`config.mk`:
```
export PLATFORM = sky130hd
export DESIGN_NAME = ysyx_pc_redirect_ctrl_flat
export DESIGN_NICKNAME = d
export VERILOG_FILES = /design/src/rtl/ysyx_pc_redirect_ctrl_if.sv /design/src/rtl/ysyx_pc_redirect_ctrl.sv /design/src/flat_wrapper.sv
export SDC_FILE = /design/constraint.sdc
export NUM_CORES = 1
export LEC_CHECK = 0
export ABC_AREA = 1
export CAP_MARGIN = 20
export CORE_MARGIN = 2
export CORE_UTILIZATION = 41
export DETAILED_ROUTE_END_ITERATION = 10
export PLACE_DENSITY = 0.79
export SYNTH_ARGS = -nofsm -noshare
export SYNTH_HDL_FRONTEND = slang
export SYNTH_SLANG_ARGS = --single-unit
```
`constraint.sdc`:
```
create_clock -name clk -period 1.8 [get_ports clk]
set_input_delay 0.45 -clock clk [delete_from_list [all_inputs] [get_ports clk]]
set_output_delay 0.45 -clock clk [all_outputs]
set_load 0.05 [all_outputs]
```
`src/rtl/ysyx_pc_redirect_ctrl_if.sv`:
```
// Redirect bundle between the redirect sources / IFU (master) and the
// PC redirect controller (slave).
interface ysyx_pc_redirect_ctrl_if #(
    parameter int XLEN = 32
);
    logic            trap_valid;
    logic [XLEN-1:0] trap_target;
    logic            mispred_valid;
    logic [XLEN-1:0] mispred_target;
    logic            fence_valid;
    logic [XLEN-1:0] fence_pc;
    logic            exu_valid;
    logic [XLEN-1:0] exu_target;
    logic            ifu_ready;
    logic            redir_valid;
    logic [XLEN-1:0] redir_pc;
    logic            flush_o;
    logic            busy_o;
    logic [31:0]     redir_cnt;

    modport master (
        output trap_valid, trap_target, mispred_valid, mispred_target,
               fence_valid, fence_pc, exu_valid, exu_target, ifu_ready,
        input  redir_valid, redir_pc, flush_o, busy_o, redir_cnt
    );

    modport slave (
        input  trap_valid, trap_target, mispred_valid, mispred_target,
               fence_valid, fence_pc, exu_valid, exu_target, ifu_ready,
        output redir_valid, redir_pc, flush_o, busy_o, redir_cnt
    );
endinterface

```
`src/rtl/ysyx_pc_redirect_ctrl.sv`:
```
// Front-end redirect controller: fixed-priority source select, flush, drain,
// then valid/ready hand-off of the new PC to the IFU. Boots into a PC_INIT issue.
module ysyx_pc_redirect_ctrl #(
    parameter int              XLEN         = 32,
    parameter logic [XLEN-1:0] PC_INIT      = 32'h8000_0000,
    parameter int              FLUSH_CYCLES = 2
) (
    input logic                    clk,
    input logic                    rst,
    ysyx_pc_redirect_ctrl_if.slave bus
);
    typedef enum logic [1:0] {
        IDLE  = 2'd0,
        FLUSH = 2'd1,
        ISSUE = 2'd2
    } state_e;

    localparam logic [3:0] FLUSH_LD = 4'(FLUSH_CYCLES);

    state_e          state_q, state_d;
    logic [XLEN-1:0] cur_pc_q, cur_pc_d;
    logic [1:0]      cur_pri_q, cur_pri_d;
    logic [3:0]      cnt_q, cnt_d;
    logic            flush_q, flush_d;
    logic            redir_valid_q, redir_valid_d;
    logic            busy_q, busy_d;
    logic [31:0]     redir_cnt_q, redir_cnt_d;

    logic            req_any;
    logic [1:0]      req_pri;
    logic [XLEN-1:0] req_raw;
    logic [XLEN-1:0] req_pc;
    logic            handshake;
    logic            take_req;

    always_comb begin
        // NOTE: every comb output gets a default first, so no path can infer a latch.
        req_any = bus.trap_valid | bus.mispred_valid | bus.fence_valid | bus.exu_valid;
        req_pri = 2'd0;
        req_raw = bus.exu_target;
        if (bus.trap_valid) begin
            req_pri = 2'd3;
            req_raw = bus.trap_target;
        end else if (bus.mispred_valid) begin
            req_pri = 2'd2;
            req_raw = bus.mispred_target;
        end else if (bus.fence_valid) begin
            req_pri = 2'd1;
            req_raw = bus.fence_pc + XLEN'(4);
        end
        req_pc = {req_raw[XLEN-1:1], 1'b0};
    end

    assign handshake = redir_valid_q & bus.ifu_ready;
    // Anything wins from IDLE; mid-sequence only a strictly older source may flush again.
    assign take_req  = req_any && ((state_q == IDLE) || (req_pri > cur_pri_q));

    always_comb begin
        state_d     = state_q;
        cur_pc_d    = cur_pc_q;
        cur_pri_d   = cur_pri_q;
        cnt_d       = cnt_q;
        flush_d     = 1'b0;
        redir_cnt_d = redir_cnt_q + 32'(handshake);

        if (take_req) begin
            state_d   = FLUSH;
            cur_pc_d  = req_pc;
            cur_pri_d = req_pri;
            cnt_d     = FLUSH_LD;
            flush_d   = 1'b1;
        end else begin
            unique case (state_q)
                FLUSH: begin
                    if (cnt_q <= 4'd1) begin
                        cnt_d   = 4'd0;
                        state_d = ISSUE;
                    end else begin
                        cnt_d = cnt_q - 4'd1;
                    end
                end
                ISSUE: begin
                    if (handshake) state_d = IDLE;
                end
                default: ;
            endcase
        end

        redir_valid_d = (state_d == ISSUE);
        busy_d        = (state_d != IDLE);
    end

    always_ff @(posedge clk or negedge rst) begin
        // NOTE: sequential state uses non-blocking assignments only.
        if (!rst) begin
            state_q       <= ISSUE;
            cur_pc_q      <= PC_INIT;
            cur_pri_q     <= 2'd3;
            cnt_q         <= 4'd0;
            flush_q       <= 1'b0;
            redir_valid_q <= 1'b1;
            busy_q        <= 1'b1;
            redir_cnt_q   <= 32'd0;
        end else begin
            state_q       <= state_d;
            cur_pc_q      <= cur_pc_d;
            cur_pri_q     <= cur_pri_d;
            cnt_q         <= cnt_d;
            flush_q       <= flush_d;
            redir_valid_q <= redir_valid_d;
            busy_q        <= busy_d;
            redir_cnt_q   <= redir_cnt_d;
        end
    end

    assign bus.redir_valid = redir_valid_q;
    assign bus.redir_pc    = cur_pc_q;
    assign bus.flush_o     = flush_q;
    assign bus.busy_o      = busy_q;
    assign bus.redir_cnt   = redir_cnt_q;
endmodule
```
`src/flat_wrapper.sv`:
```
// flat-port wrapper written by rule: the top's interface ports become plain ports
module ysyx_pc_redirect_ctrl_flat 
#(
    parameter int              XLEN         = 32,
    parameter logic [XLEN-1:0] PC_INIT      = 32'h8000_0000,
    parameter int              FLUSH_CYCLES = 2
)
  (clk, rst, bus_trap_valid, bus_trap_target, bus_mispred_valid, bus_mispred_target, bus_fence_valid, bus_fence_pc, bus_exu_valid, bus_exu_target, bus_ifu_ready, bus_redir_valid, bus_redir_pc, bus_flush_o, bus_busy_o, bus_redir_cnt);
  ysyx_pc_redirect_ctrl_if #(.XLEN(XLEN)) bus_i ();
  input logic clk;
  input logic rst;
  input wire logic [$bits(bus_i.trap_valid)-1:0] bus_trap_valid;
  input wire logic [$bits(bus_i.trap_target)-1:0] bus_trap_target;
  input wire logic [$bits(bus_i.mispred_valid)-1:0] bus_mispred_valid;
  input wire logic [$bits(bus_i.mispred_target)-1:0] bus_mispred_target;
  input wire logic [$bits(bus_i.fence_valid)-1:0] bus_fence_valid;
  input wire logic [$bits(bus_i.fence_pc)-1:0] bus_fence_pc;
  input wire logic [$bits(bus_i.exu_valid)-1:0] bus_exu_valid;
  input wire logic [$bits(bus_i.exu_target)-1:0] bus_exu_target;
  input wire logic [$bits(bus_i.ifu_ready)-1:0] bus_ifu_ready;
  output wire logic [$bits(bus_i.redir_valid)-1:0] bus_redir_valid;
  output wire logic [$bits(bus_i.redir_pc)-1:0] bus_redir_pc;
  output wire logic [$bits(bus_i.flush_o)-1:0] bus_flush_o;
  output wire logic [$bits(bus_i.busy_o)-1:0] bus_busy_o;
  output wire logic [$bits(bus_i.redir_cnt)-1:0] bus_redir_cnt;
  assign bus_i.trap_valid = bus_trap_valid;
  assign bus_i.trap_target = bus_trap_target;
  assign bus_i.mispred_valid = bus_mispred_valid;
  assign bus_i.mispred_target = bus_mispred_target;
  assign bus_i.fence_valid = bus_fence_valid;
  assign bus_i.fence_pc = bus_fence_pc;
  assign bus_i.exu_valid = bus_exu_valid;
  assign bus_i.exu_target = bus_exu_target;
  assign bus_i.ifu_ready = bus_ifu_ready;
  assign bus_redir_valid = bus_i.redir_valid;
  assign bus_redir_pc = bus_i.redir_pc;
  assign bus_flush_o = bus_i.flush_o;
  assign bus_busy_o = bus_i.busy_o;
  assign bus_redir_cnt = bus_i.redir_cnt;
  ysyx_pc_redirect_ctrl #(.XLEN(XLEN), .PC_INIT(PC_INIT), .FLUSH_CYCLES(FLUSH_CYCLES)) u_core (.clk(clk), .rst(rst), .bus(bus_i));
endmodule
```
==> results.py <==
metrics = {
    "finish": {
        "nets": 1221,
        "post_route_cells_drive_above_1_share": 0.2766,
        "stdcell_area_sq_um": 9140,
        "layout.cells.most_common": "sky130_fd_sc_hd__nand2_1",
        "final_cell_mix": "sky130_fd_sc_hd__nand2_1 (231), sky130_fd_sc_hd__buf_4 (128), sky130_fd_sc_hd__nor2_1 (115)",
        "nFillCells": 898,
        "area_delta_synth_final_pct": 74.26,
    },
    "floorplanning": {
        "die_w_microns": 117.1,
        "die_area_sq_um": 13710,
        "pin_count": 202,
        "die_y_microns": 117.1,
        "row_count": 41,
        "placeableCoreArea_sq_um": 12570,
        "initial_util": 0.4173,
    },
    "worst_setup_path": {
        "critical_path_required_ps": 2020,
        "critical_path.max_fanout": 4,
        "ff2ff_setup_slack_ps": -100,
        "critical_path.reg2reg.endpoint": "u_core.bus.redir_cnt[16]",
        "crit_chain": "nand2_2 -> inv_2 -> ha_4 -> ha_4 -> nand3_2 -> or2_4 -> nor2_8 -> buf_4 -> nand3_4 -> xor2_2",
        "reg2reg_from": "u_core.bus.redir_valid",
        "critical_path.most_common_cell": "sky130_fd_sc_hd__ha_4",
        "timing.critical_path.slowest_stage_cell": "sky130_fd_sc_hd__dfstp_2",
        "biggest_cell_delay_along_the_critical_path_ps": 530,
        "timing.critical_path.arrival_ps": 2120,
        "r2r_cells": 10,
        "setup.worst_path.start_class": "register",
        "cp-end-kind": "register",
        "critPathKind": "register to register",
    },
    "clocking": {
        "cts-htree-levels": 3,
        "clkLatencyLatePin_ps": 340,
        "cts_tree": "yes",
        "cts_buffers": 9,
        "cts.clk_slew.worst_paths_ps": 60,
        "cts_num_sinks": 74,
        "ctsRootBufferMaster": "sky130_fd_sc_hd__clkbuf_16",
        "clock_tree.buffer_depth": 2,
    },
    "sta": {
        "grt_setup_unrepaired": "yes",
        "timing.clock.skew_ps": 6.115,
        "layout_setup_ws_ps": -99.68,
        "slew_headroom": 0.5282,
        "fmaxAchievable_mhz": 526.4,
        "finalCritPeriodShare": 1.055,
        "timing.final.hold_violations": 0,
        "setup_viol": 23,
        "timing.final.max_slew_violations": 0,
        "layout_min_cycle_time_ps": 1900,
        "worst_pin_slew_ps": 702.4,
    },
    "global_route": {
        "total_global_route_track_usage": 0.2853,
        "grt_start_max_net_pins": 75,
        "grt_antenna_before_repair": 0,
        "grt_pass1_wl_microns": 30020,
        "grt-ovfl-total": 0,
        "first_global_vias": 6069,
    },
    "logic_synthesis": {
        "synth.lib_cells_used.distinct": 40,
        "postSynth.topFlopCell": "sky130_fd_sc_hd__dfrtp_1",
        "synth_edf_count": 0,
        "synth_area_sq_um": 5245,
        "postSynthNetCount": 943,
        "ys_async_sr_fraction": 1.000,
        "ys_warn_count": 0,
        "postSynthRegisterBits": 74,
        "post_synth_inst_count": 798,
        "synth.avg_cell_area_sq_um": 6.573,
        "synth.yosys.seq_area_share": 0.3545,
    },
    "detailed_routing": {
        "dr_total_vias": 6534,
        "initialDrtViolationCount": 436,
        "firstDrtPassIters": 8,
        "detail_route.drc_violations": 0,
        "detail_route.wirelength_microns": 20500,
        "antenna_violating_nets_post_route": 0,
        "routedWlPerCell_microns": 16.35,
        "detail_route.vias_per_cell": 5.211,
    },
    "hold_path": {
        "worst_hold_path_type": "primary input to asynchronous set/reset pin",
    },
    "run_status": {
        "outcome": "finished, violations left",
        "failing_checks": "negative setup slack",
    },
    "job": {
        "timing.max_cap.violations": 0,
    },
    "power": {
        "power.ir.vdd_worst_mv": 0.8212,
        "power_leakage_nw": 4.424,
        "power_density_nw_per_um2": 1272,
        "power_consumption_w": 0.01163,
    },
    "placement": {
        "finalWeightedCongestion": 0.9770,
        "buffer_ports.inserted": 196,
        "hpwlAfterDp_microns": 14330,
        "placed_area_sq_um": 8039,
    },
}
==> stage by stage <==
step / hold slack [ps] / util / cells / setup TNS (ps) / setup WS (ps)
after floorplan: 154.4 / - / 798 / -1913 / -283.3
after global placement: 463.2 / 0.6396 / 1220 / -27660 / -502.8
after detailed placement: 467.5 / 0.6396 / 1220 / -30280 / -562.4
after CTS: 136.2 / 0.6895 / 1245 / -356.7 / -71.49
after global routing: 155.8 / 0.7270 / 1253 / -3592 / -152.0
final: 112.0 / 0.7272 / 1254 / -683.9 / -99.68
==> worst max-delay path by stage <==
| stage | from | to | slack, ps | depth (start not counted) |
|---|---|---|---|---|
| floorplan | u_core.bus.redir_valid | u_core.bus.redir_cnt[20] | -280 | 11 |
| global placement | bus_trap_valid | u_core.bus.redir_pc[28] | -500 | 13 |
| detailed placement | bus_trap_valid | u_core.bus.redir_pc[27] | -560 | 13 |
| CTS | u_core.bus.redir_valid | u_core.bus.redir_cnt[20] | -70 | 11 |
| global route | u_core.bus.redir_valid | u_core.bus.redir_cnt[16] | -150 | 10 |
| finish | u_core.bus.redir_valid | u_core.bus.redir_cnt[16] | -100 | 10 |
==> worst max-delay path: cells and delay by family, from the launching register on <==
family        cells  cell delay (ps)
xor+xnor          1              160
flops             1              530
buf+inv           2              200
fa+ha+maj         2              270
simple gates      5              600
==> synthesized netlist by cell type, types with 2 or more instances <==
library cell / n / area (sq um)
sky130_fd_sc_hd__a211oi_1: 2 / 15.01
sky130_fd_sc_hd__a21oi_1: 31 / 155.2
sky130_fd_sc_hd__and2_1: 3 / 18.77
sky130_fd_sc_hd__buf_1: 2 / 7.510
sky130_fd_sc_hd__buf_2: 8 / 40.04
sky130_fd_sc_hd__buf_4: 3 / 22.52
sky130_fd_sc_hd__clkbuf_1: 12 / 45.04
sky130_fd_sc_hd__dfrtp_1: 68 / 1702
sky130_fd_sc_hd__dfstp_2: 6 / 157.7
sky130_fd_sc_hd__ha_1: 10 / 125.1
sky130_fd_sc_hd__inv_1: 55 / 206.5
sky130_fd_sc_hd__inv_2: 4 / 15.01
sky130_fd_sc_hd__nand2_1: 257 / 964.7
sky130_fd_sc_hd__nand2_2: 3 / 18.77
sky130_fd_sc_hd__nand3_1: 45 / 225.2
sky130_fd_sc_hd__nand3_2: 2 / 20.02
sky130_fd_sc_hd__nand3b_1: 3 / 22.52
sky130_fd_sc_hd__nand4_1: 9 / 56.30
sky130_fd_sc_hd__nor2_1: 158 / 593.1
sky130_fd_sc_hd__nor2_2: 3 / 18.77
sky130_fd_sc_hd__nor2_4: 3 / 33.78
sky130_fd_sc_hd__nor3_1: 13 / 65.06
sky130_fd_sc_hd__nor4_1: 3 / 18.77
sky130_fd_sc_hd__o211ai_1: 4 / 30.03
sky130_fd_sc_hd__o21ai_0: 37 / 185.2
sky130_fd_sc_hd__o21ai_1: 2 / 10.01
sky130_fd_sc_hd__o22ai_1: 3 / 18.77
sky130_fd_sc_hd__xnor2_1: 16 / 140.1
sky130_fd_sc_hd__xor2_1: 22 / 192.7
==> area by class of cell <==
cell class | count | area [sq um] | share of cell area
Timing Repair Buffer | 291 | 2949 | 0.3227
Timing Repair inverter | 1 | 6.256 | 0.0006845
Multi-Input combinational cell | 640 | 3501 | 0.3830
Tap cell | 172 | 215.2 | 0.02355
Clock inverter | 6 | 136.4 | 0.01492
Clock buffer | 10 | 239.0 | 0.02615
Sequential cell | 74 | 1859 | 0.2034
Inverter | 59 | 231.5 | 0.02533
Antenna cell | 1 | 2.502 | 0.0002738
==> power breakdown <==
| part | leakage [nW] | total (W) | internal (W) | switching [W] |
|---|---|---|---|---|
| Combinational | 3.33 | 0.00674 | 0.00284 | 0.00390 |
| Sequential | 0.919 | 0.00261 | 0.00222 | 0.000389 |
| Clock | 0.179 | 0.00228 | 0.00154 | 0.000743 |
| Total | 4.42 | 0.0116 | 0.00660 | 0.00503 |
==> state kept, by name, indices dropped and copies added (netlist names) <==
register	flops
u_core.bus.redir_cnt	32
u_core.bus.redir_pc	31
u_core.cnt_q	4
u_core.cur_pri_q	2
u_core.state_q	2
u_core.bus.busy_o	1
u_core.bus.flush_o	1
u_core.bus.redir_valid	1
==> logic make-up after synthesis <==
group	Yosys count	share of synthesized area
xor gates and xnor gates	38	0.06345
adders and majority gates	10	0.02385
buffers and inverters	84	0.06417
AOI/OAI and AO/OA	82	0.08349
other	1	0.0007150
and+or+nand+nor	509	0.4098
DFF	74	0.3545
==> routing by layer <==
| metal | share of wire | vias to the layer above | track usage |
|---|---|---|---|
| met5 | 0 | - | 0 |
| met2 | 0.49 | 337 | 0.4759 |
| li1 | - | 3091 | - |
| met3 | 0.072 | 67 | 0.04016 |
| met4 | 0.035 | 0 | 0.1216 |
| met1 | 0.40 | 3039 | 0.3719 |
==> timing repair <==
item	CTS	global route
gates resized for setup	34	111
gates cloned	4	5
endpoints found under the setup margin	58	55
hold endpoints to repair	0	0
pin swaps	20	30
buffers inserted	5	4
hold buffers	0	0
No activity file was read; power rests on OpenSTA's default activity.
